## src/rtl/value_delay_chain.sv

```systemverilog
// value_delay_chain: five-tap single-bit delay line with registered
// edge-detect pulses on the first tap and a registered count of ones
// across the tap window. Everything updates on the rising edge of CLK;
// reset is synchronous and active-low.
module value_delay_chain #(
    parameter int   STAGES    = 5,
    parameter logic RESET_VAL = 1'b0
) (
    input  logic       CLK,
    input  logic       RST_N,
    input  logic       value,
    output logic       value1,
    output logic       value2,
    output logic       value3,
    output logic       value4,
    output logic       value5,
    output logic       rise,
    output logic       fall,
    output logic [2:0] ones
);

    // taps[k] holds the input delayed by k clocks
    logic [STAGES:1] taps;
    logic [STAGES:1] taps_next;
    logic [2:0]      ones_next;

    // Next-state of the chain: every stage takes its predecessor's
    // pre-edge value, so a sample needs STAGES edges to reach the end.
    always_comb begin
        taps_next = {taps[STAGES-1:1], value};
    end

    // Population count of the post-edge taps, so ones tracks the taps
    // in the same cycle rather than lagging by one.
    always_comb begin
        ones_next = 3'd0;
        for (int i = 1; i <= STAGES; i++) begin
            ones_next = ones_next + 3'(taps_next[i]);
        end
    end

    // Chain, edge pulses and count; reset has priority over shifting.
    // The pulses compare taps 1 and 2 before the edge, which lines them
    // up with the transition arriving at tap 2.
    always_ff @(posedge CLK) begin
        if (!RST_N) begin
            taps <= {STAGES{RESET_VAL}};
            rise <= 1'b0;
            fall <= 1'b0;
            ones <= 3'd0;
        end else begin
            taps <= taps_next;
            rise <= taps[1] & ~taps[2];
            fall <= ~taps[1] & taps[2];
            ones <= ones_next;
        end
    end

    assign value1 = taps[1];
    assign value2 = taps[2];
    assign value3 = taps[3];
    assign value4 = taps[4];
    assign value5 = taps[5];

endmodule

```

## config.mk

```make
export PLATFORM = sky130hd
export DESIGN_NAME = value_delay_chain
export DESIGN_NICKNAME = d
export VERILOG_FILES = /design/src/rtl/value_delay_chain.sv
export SDC_FILE = /design/constraint.sdc
export NUM_CORES = 1
export LEC_CHECK = 0
export CAP_MARGIN = 15
export CORE_AREA = 2 2 39 41
export CTS_CLUSTER_SIZE = 20
export DETAILED_ROUTE_END_ITERATION = 10
export DIE_AREA = 0 0 41 43
export PLACE_DENSITY_LB_ADDON = 0.25
export REMOVE_ABC_BUFFERS = 1
export SLEW_MARGIN = 15
export SYNTH_ARGS = -nofsm -noshare
export SYNTH_HDL_FRONTEND = slang
export SYNTH_SLANG_ARGS = --single-unit
```

## constraint.sdc

```tcl
create_clock -name CLK -period 1.7 [get_ports CLK]
set_input_delay 0.34 -clock CLK [delete_from_list [all_inputs] [get_ports CLK]]
set_output_delay 0.34 -clock CLK [all_outputs]
set_load 0.01 [all_outputs]
```

==> metrics.cfg <==
[outcome]
status = finished clean

[worst_setup_path]
cp-end-kind = register
cp_data_arrival_time_ps = 1850
worstPathRequired_ps = 1850
cp-start-kind = register
path_class = register to register
critPathMaxFanout = 2

[synth]
synth_commonest_cells = dfxtp_1, and2_2, inv_1, and3b_1, fa_1
synth-simple-area-share_pct = 22.2
synthFlopType = dfxtp_1
netlist_area_um2 = 349
yosysWarnings = 0
synth_top_cell_by_area = dfxtp_1
synth_mux_area_share_pct = 0
synth_edf_count = 0
synthCells = 28
ys_seq_area_share_pct = 57.3
avgSynthCellArea_um2 = 12.5
synth.most_common_cell = dfxtp_1
netlist_top_cells_area = dfxtp_1, and2_2, fa_1
synth-xor-area-share_pct = 0
synth_async_sr_flop_share_pct = 0
post-synth-top-area-fraction_pct = 57.3
synth_top_family_by_area = simple AND/OR/NAND/NOR gates
synth_compound_area_share_pct = 0
synthDistinctLibCells = 6
synthAdderAreaFrac_pct = 15.1
yosys_register_bits = 10

[placement]
place_ws_ps = -667
place_hpwl_um = 425
gp_congestion = 0.680
dpl_cell_area_um2 = 504
numPortBuffers = 12

[clocking]
clk_latency_ps = 250
cts_max_path_buffers = 2
clock-sinks = 10
path_clk_slew_ps = 60
cts_root_buf = clkbuf_4
numCtsBuffers = 3
htreeDepth = 1
cts_tree = built

[floorplan]
start_util_pct = 25.2
dieHeight_um = 43
io_pins = 13
coreArea_um2 = 1380
die_x_um = 41
die-area_um2 = 1760
num_rows = 14

[route]
drtIter0Drc = 0
drt-pass1-iter-count = 1
drt-total-wl_um = 532
wl_per_cell_um = 8.58
ant_nets = 0
vias_per_cell = 3.77
drc = 0
via_count = 234

[global_routing]
antenna_found_initial = 0
grt_usage_pct = 8.10
first_global_vias = 234
grt_max_degree = 11
grt_pass1_wl_um = 876
gr-total-overflow = 0

[cells_and_area]
area_growth_pct = 58.4
drive_gt1_share_pct = 47.8
fin_area_um2 = 553
fin_nets = 54
register_area_um2 = 203
nFillCells = 139
diodes = 0
multi_input_comb_area_um2 = 146

[sta]
worst_slew_pin_slew_ps = 253
slew_viol_final = 0
finalClockSkew_ps = 1.39
finalHoldViolCount = 0
max_slew_margin_pct = 83.1
rsz0062_at_grt = true
final_critical_path_setup_slack_ps = 1.76
post-route-period-util_pct = 99.9
setup_viol = 0
clock.fmax_mhz = 589
min_period_ps = 1700

[power]
p_leak_uw = 0.000241
internal_power_uw = 360
p_comb_share_pct = 12.4
p_seq_share_pct = 54.7
ir_drop_v = 0.000353
power_frac_clock_pct = 32.8
p_per_area_nw_per_um2 = 822
power.total_uw = 455
power.share.switching_pct = 20.8
p_sw_uw = 94.4

[worst_hold_path]
timing.hold.worst.class = input port to register

[flow_run]
drv_cap = 0

layer usage:
metal  wire length [um]  GRT usage, %  vias up
met5                  0             0        -
met1                192          6.60      108
met2                297          12.2        8
met4                  0          10.0        0
met3                 42          3.14        0
li1                   -             -      118
cell families (layout without fill, tap and decap cells):
kind of cell / after synthesis / in the layout
AND/OR/NAND/NOR: 10 / 10
flip-flops: 10 / 10
adder cells (fa/ha/maj): 3 / 3
buffers and inverters: 5 / 23
per-stage QoR:
| step | hold slack [ps] | utilization [%] | TNS [ps] | std cells |
|---|---|---|---|---|
| final | 433 | 40.0 | 0 | 62 |
| after global placement | 527 | 36.4 | -1670 | 58 |
| after CTS | 424 | 40.0 | -101 | 62 |
| after global routing | 456 | 40.0 | -81.1 | 62 |
| after detailed placement | 536 | 36.4 | -1730 | 58 |
| after floorplan | 476 | - | -284 | 28 |
registers in the layout, summed over array words and instances, names as in the netlist:
name,cells
taps,5
fall,1
rise,1
ones,3
placed cells by master (no fill, tap or decap):
| cell | count |
|---|---|
| clkdlybuf4s50_1 | 11 |
| fa_1 | 1 |
| inv_1 | 1 |
| inv_2 | 4 |
| buf_4 | 3 |
| clkbuf_4 | 3 |
| and2_2 | 7 |
| clkdlybuf4s15_1 | 1 |
| ha_4 | 1 |
| and2_4 | 1 |
| dfxtp_1 | 8 |
| dfxtp_2 | 2 |
| fa_2 | 1 |
| and3b_1 | 2 |
timing repair:
action	4_1_cts	5_1_grt
resized for setup	10	1
hold buffers	0	0
endpoints found under the setup margin	3	2
buffers inserted	1	0
pin swaps	3	3
path summary, 6_finish.rpt:
kind	cells after the start	end	slack, ps	startpoint
setup / recovery	6	ones[1]	2	taps[1]
setup reg to reg	6	ones[1]	2	taps[1]
hold / removal	2	taps[1]	430	value
hold reg to reg	1	taps[5]	540	taps[4]
area by class of cell:
class / instances / area share [%]
Multi-Input combinational cell: 13 / 26.5
Sequential cell: 10 / 36.7
Timing Repair Buffer: 15 / 25.8
Inverter: 5 / 3.39
Clock buffer: 3 / 4.07
Tap cell: 16 / 3.62
critical path, cell delays in order, from the launching register on:
cell     delay (ps)
dfxtp_2         330
inv_2            40
fa_1            510
inv_2            40
fa_2            340
ha_4            210
and2_4          120
power groups by stage:
stage / Clock (uW) / Combinational, uW / Sequential (uW)
floorplan: 0 / 15.8 / 258
global placement: 0 / 51.0 / 253
detailed placement: 0 / 52.2 / 253
CTS: 160 / 58.4 / 249
global route: 166 / 63.7 / 250
finish: 149 / 56.5 / 249
Note: power is estimated with default switching activity, not from simulation.
